[config.mk]
export PLATFORM = sky130hd
export DESIGN_NAME = fetch_sequencer
export DESIGN_NICKNAME = d
export VERILOG_FILES = /design/src/rtl/fetch_sequencer.sv
export SDC_FILE = /design/constraint.sdc
export NUM_CORES = 1
export LEC_CHECK = 0
export ABC_AREA = 0
export CAP_MARGIN = 30
export CORE_ASPECT_RATIO = 1.75
export CORE_UTILIZATION = 35
export DETAILED_ROUTE_END_ITERATION = 12
export GPL_ROUTABILITY_DRIVEN = 1
export PLACE_DENSITY = 0.75
export SYNTH_ARGS = -nofsm -noshare
export SYNTH_HDL_FRONTEND = slang
export SYNTH_SLANG_ARGS = --single-unit
[constraint.sdc]
create_clock -name clk -period 2 [get_ports clk]
set_input_delay 0.2 -clock clk [delete_from_list [all_inputs] [get_ports clk]]
set_output_delay 0.2 -clock clk [all_outputs]
set_load 0.01 [all_outputs]
[src/rtl/fetch_sequencer.sv]
// fetch_sequencer: owns the fetch PC and picks ADVANCE/HOLD/BUBBLE for the decode pipe register
module fetch_sequencer #(
    parameter int                     PC_WIDTH     = 32,
    parameter logic [PC_WIDTH-1:0]    RESET_PC     = '0,
    parameter int                     WAIT_TIMEOUT = 64,
    parameter int                     CNT_WIDTH    = 16
) (
    input  logic                 clk,
    input  logic                 rst,
    input  logic                 inst_is_branch,
    input  logic                 predict_taken,
    input  logic                 btb_hit,
    input  logic [PC_WIDTH-1:0]  btb_target,
    input  logic                 data_hazard,
    input  logic                 structure_stall,
    input  logic                 mispredict,
    input  logic [PC_WIDTH-1:0]  redirect_pc,
    input  logic                 resolve_valid,
    input  logic [PC_WIDTH-1:0]  resolve_pc,
    output logic [PC_WIDTH-1:0]  pc,
    output logic [1:0]           pipe_op,
    output logic                 out_pred_taken,
    output logic                 out_next_pc_predicted,
    output logic [PC_WIDTH-1:0]  out_predicted_next_pc,
    output logic                 state,
    output logic [CNT_WIDTH-1:0] stall_cycles,
    output logic                 wait_timeout
);
    localparam int WCW = $clog2(WAIT_TIMEOUT + 1);
    localparam logic [1:0] OP_ADVANCE = 2'd0;
    localparam logic [1:0] OP_HOLD    = 2'd1;
    localparam logic [1:0] OP_BUBBLE  = 2'd2;
    localparam logic [PC_WIDTH-1:0] RESET_PC_ALIGNED = {RESET_PC[PC_WIDTH-1:2], 2'b00};

    typedef enum logic {RUN = 1'b0, WAIT_TARGET = 1'b1} state_t;

    state_t               state_q, state_d;
    logic [PC_WIDTH-1:0]  pc_q, pc_d;
    logic [CNT_WIDTH-1:0] stall_q, stall_d;
    logic [WCW-1:0]       wcnt_q, wcnt_d;
    logic                 wto_q, wto_d;

    assign pc           = pc_q;
    assign state        = state_q;
    assign stall_cycles = stall_q;
    assign wait_timeout = wto_q;

    // Priority arbitration: redirect > stall > wait-for-target > BTB jump > sequential
    always_comb begin
        pc_d                  = pc_q;
        state_d               = state_q;
        stall_d               = stall_q;
        wcnt_d                = wcnt_q;
        wto_d                 = wto_q;
        pipe_op               = OP_ADVANCE;
        out_pred_taken        = 1'b0;
        out_next_pc_predicted = 1'b0;
        out_predicted_next_pc = '0;
        if (rst) begin
            pipe_op = OP_BUBBLE;
        end else if (mispredict) begin
            pipe_op = OP_BUBBLE;
            pc_d    = {redirect_pc[PC_WIDTH-1:2], 2'b00};
            state_d = RUN;
            wcnt_d  = '0;
        end else if (data_hazard || structure_stall) begin
            pipe_op = OP_HOLD;
            stall_d = &stall_q ? stall_q : stall_q + CNT_WIDTH'(1);
        end else if (state_q == WAIT_TARGET) begin
            pipe_op = OP_BUBBLE;
            if (resolve_valid) begin
                pc_d    = {resolve_pc[PC_WIDTH-1:2], 2'b00};
                state_d = RUN;
                wcnt_d  = '0;
            end else begin
                wcnt_d = (wcnt_q == WCW'(WAIT_TIMEOUT)) ? wcnt_q : wcnt_q + WCW'(1);
                wto_d  = wto_q | (wcnt_d == WCW'(WAIT_TIMEOUT));
            end
        end else if (inst_is_branch && predict_taken && btb_hit) begin
            out_pred_taken        = 1'b1;
            out_next_pc_predicted = 1'b1;
            out_predicted_next_pc = btb_target;
            pc_d                  = {btb_target[PC_WIDTH-1:2], 2'b00};
        end else if (inst_is_branch && predict_taken) begin
            out_pred_taken = 1'b1;
            state_d        = WAIT_TARGET;
        end else begin
            out_pred_taken = predict_taken & inst_is_branch;
            pc_d           = pc_q + PC_WIDTH'(4);
        end
    end

    // State registers with synchronous reset
    always_ff @(posedge clk) begin
        if (rst) begin
            pc_q    <= RESET_PC_ALIGNED;
            state_q <= RUN;
            stall_q <= '0;
            wcnt_q  <= '0;
            wto_q   <= 1'b0;
        end else begin
            pc_q    <= pc_d;
            state_q <= state_d;
            stall_q <= stall_d;
            wcnt_q  <= wcnt_d;
            wto_q   <= wto_d;
        end
    end
endmodule

==> flow_metrics.env <==
export IMPL_yosysWarnings=0
export IMPL_synth_edff_count=0
export IMPL_dr_first_iter_drc_count=444
export IMPL_cp_cell_sequence="nor3_4, nand2_2, nor2_4, buf_6, buf_6, buf_6, buf_6, and2_1, buf_2"
export IMPL_syn_to_final_growth_pct=75.9
export IMPL_wirelength_um=20800
export IMPL_fillCellCount=1037
export IMPL_cp_arrival_ns=1.76
export IMPL_highest_layer="met4"
export IMPL_slowest_delay_ns=0.36
export IMPL_ios=191
export IMPL_cp_start_kind="flip-flop"
export IMPL_multi_input_area_um2=3060
export IMPL_p_leak_nw=3.02
export IMPL_syn_inst=587
export IMPL_setup_ws_ns=0.0397
export IMPL_clk_pin_slew_ns=0.05
export IMPL_setup_viol=0
export IMPL_cts_buffers_inserted=9
export IMPL_holdWs_ns=0.392
export IMPL_critPathBufInv=5
export IMPL_place_port_buffers=186
export IMPL_hold_viol=0
export IMPL_grt_pass1_wl_um=32100
export IMPL_rows=53
export IMPL_ys_types=71
export IMPL_path_class="flip-flop to output pin"
export IMPL_critPathMostFrequentCell="buf_6"
export IMPL_cts_buffer_depth=2
export IMPL_critical_path_top_delay_family="buffers and inverters"
export IMPL_tightest_slew_ns=0.412
export IMPL_slew_headroom_pct=71.8
export IMPL_drt_antenna_violating_nets=0
export IMPL_drive_above_1_share_pct=22.3
export IMPL_synthTopCellsByArea="dfxtp_1 27%, o21ai_0 5.9%, and2_1 5.1%"
export IMPL_rsz0062_at_grt="yes"
export IMPL_hold_buffers=0
export IMPL_cts_tree="built"
export IMPL_num_vias=6084
export IMPL_fin_cells=1046
export IMPL_cts_sinks=57
export IMPL_gp_congestion=0.959
export IMPL_async_flop_share_pct=0
export IMPL_status="finished, final reports clean"
export IMPL_insertion_delay_ns=0.34
export IMPL_cts_root_buf="clkbuf_16"
export IMPL_yosysMostFrequentCell="dfxtp_1"
export IMPL_place_ws_ns=-0.256
export IMPL_die_x_um=85.8
export IMPL_core_area_um2=12000
export IMPL_start_util_pct=35.8
export IMPL_vias_per_cell=5.82
export IMPL_period_minus_slack_ns=1.96
export IMPL_fmax_mhz=510
export IMPL_regArea_um2=1150
export IMPL_post_drt_wl_per_cell_um=19.9
export IMPL_cp_slowest_cell="dfxtp_4"
export IMPL_met3WireLength_um=1290
export IMPL_overflow=0
export IMPL_synth_commonest_cells="57 x dfxtp_1, 55 x nand2_1, 51 x o21ai_0"
export IMPL_met2_length_um=10800
export IMPL_hp_class="input port to flip-flop"
export IMPL_syn_nets=696
export IMPL_place_inst=1011
export IMPL_yosysTopAreaCellShare_pct=26.5
export IMPL_grt_max_degree=34
export IMPL_h_tree_depth=3
export IMPL_antenna_found_initial=1
export IMPL_max_cap_viol_count=0
export IMPL_syn_area_per_cell_um2=7.33
export IMPL_critical_path_peak_fanout=5
export IMPL_ys_ff_latch=57
export IMPL_drcViolationCount=0
export IMPL_yosysTopAreaCell="dfxtp_1"
export IMPL_syn_cell_area_um2=4300
export IMPL_nNetsFinal=984
export IMPL_post_route_period_util_pct=98.0
export IMPL_synth_flop_cell="dfxtp_1"
export IMPL_first_pass_iters=5
export IMPL_synth_seq_area_share_pct=26.5
export IMPL_p_total_mw=3.94
export IMPL_skew_ns=0.00444
export IMPL_m1WireLength_um=7460
export IMPL_powerDensity_nw_per_um2=521
export IMPL_ir_worst_vdd_v=0.000391
export IMPL_die_area_um2=12800
export IMPL_critPathRequiredTime_ns=1.80
export IMPL_end_kind="output pin"
export IMPL_hpwl_um=15700
export IMPL_grt_pass1_vias=6159
export IMPL_slew_violations=0
export IMPL_die_h_um=149
export IMPL_grt_util_all_layers_pct=32.6
-- per-layer routing --
metal	up-vias	GRT usage, %
met5	-	0
met4	0	20.8
met3	81	5.33
met2	342	59.3
met1	2886	34.2
li1	2775	-
-- placed cells by master (no fill, tap or decap), types with 4 or more instances in the layout --
cell type / n
a211oi_1: 11
a21oi_1: 30
a221oi_1: 9
a31oi_1: 9
and2_1: 34
and3_1: 10
buf_2: 20
buf_4: 114
buf_6: 10
clkbuf_16: 9
clkdlybuf4s50_1: 144
dfxtp_1: 54
dlygate4sd2_1: 16
ha_1: 4
inv_1: 13
mux2i_1: 4
nand2_1: 54
nand2b_1: 12
nand3_1: 21
nand4_1: 18
nor2_1: 40
nor2b_1: 5
nor3_1: 31
nor3b_1: 4
nor4_1: 8
o21a_1: 4
o21ai_0: 51
o311ai_0: 5
o31ai_1: 4
or3_1: 6
xnor2_1: 14
xor2_1: 15
-- registers in the layout, indices dropped and copies added (netlist names) --
signal and flops:
pc 32, stall_cycles 16, state 1, wait_timeout 1, wcnt_q 7
-- through the flow --
| step | TNS, ns | cell area (um2) | util, % |
|---|---|---|---|
| 3_5_place_dp | -11.58 | 7070 | 58.9 |
| 6_report | 0 | 7570 | 63.1 |
| 3_3_place_gp | -9.52 | 7070 | 58.9 |
| 2_1_floorplan | -0.0302 | 4320 | - |
| 4_1_cts | -0.0154 | 7480 | 62.3 |
| 5_1_grt | -0.0463 | 7570 | 63.1 |
-- kinds of logic (layout without fill, tap and decap cells) --
logic type | Yosys count | after routing | synth area share [%]
multiplexers | 4 | 4 | 0.931
XOR/XNOR | 29 | 29 | 5.90
AND/OR/NAND/NOR | 277 | 277 | 34.8
buffers and inverters | 49 | 342 | 4.42
AO/OA/AOI/OAI | 167 | 167 | 26.2
flip-flops | 57 | 57 | 26.5
adder cells (fa/ha/maj) | 4 | 4 | 1.16
other | 0 | 1 | 0
-- where the power goes --
group          switching (mW)  internal [mW]
logic                   0.412          0.491
registers              0.0463           1.18
clock network           0.567           1.24
total                    1.02           2.92
-- layout make-up --
| cell class | count | share of cell area, % |
|---|---|---|
| diodes | 1 | 0.0331 |
| clock buffers | 10 | 3.16 |
| clock inverters | 6 | 1.39 |
| inverters | 14 | 0.694 |
| multi-input cells | 481 | 40.4 |
| flip-flops and latches | 57 | 15.2 |
| well taps | 165 | 2.73 |
| repair buffers | 312 | 36.4 |
-- final timing paths --
path,from,end,slack [ns],depth (start not counted)
setup / recovery,state,out_predicted_next_pc[14],0.04,9
hold / removal,rst,pc[2],0.39,3
setup reg to reg,pc[13],pc[29],0.06,7
hold reg to reg,pc[0],pc[0],0.47,1
-- tightest hold or removal path: stages --
cell	delay [ns]
dlymetal6s2s_1	0.20
buf_4	0.22
a311oi_1	0.06
-- what timing repair did --
action / 4_1_cts / 5_1_grt
pin swaps: 3 / 6
resized for setup: 125 / 19
setup buffers: 10 / 4
cloned: 4 / 0
setup endpoints to repair: 36 / 37
(Power assumes the default switching activity.)
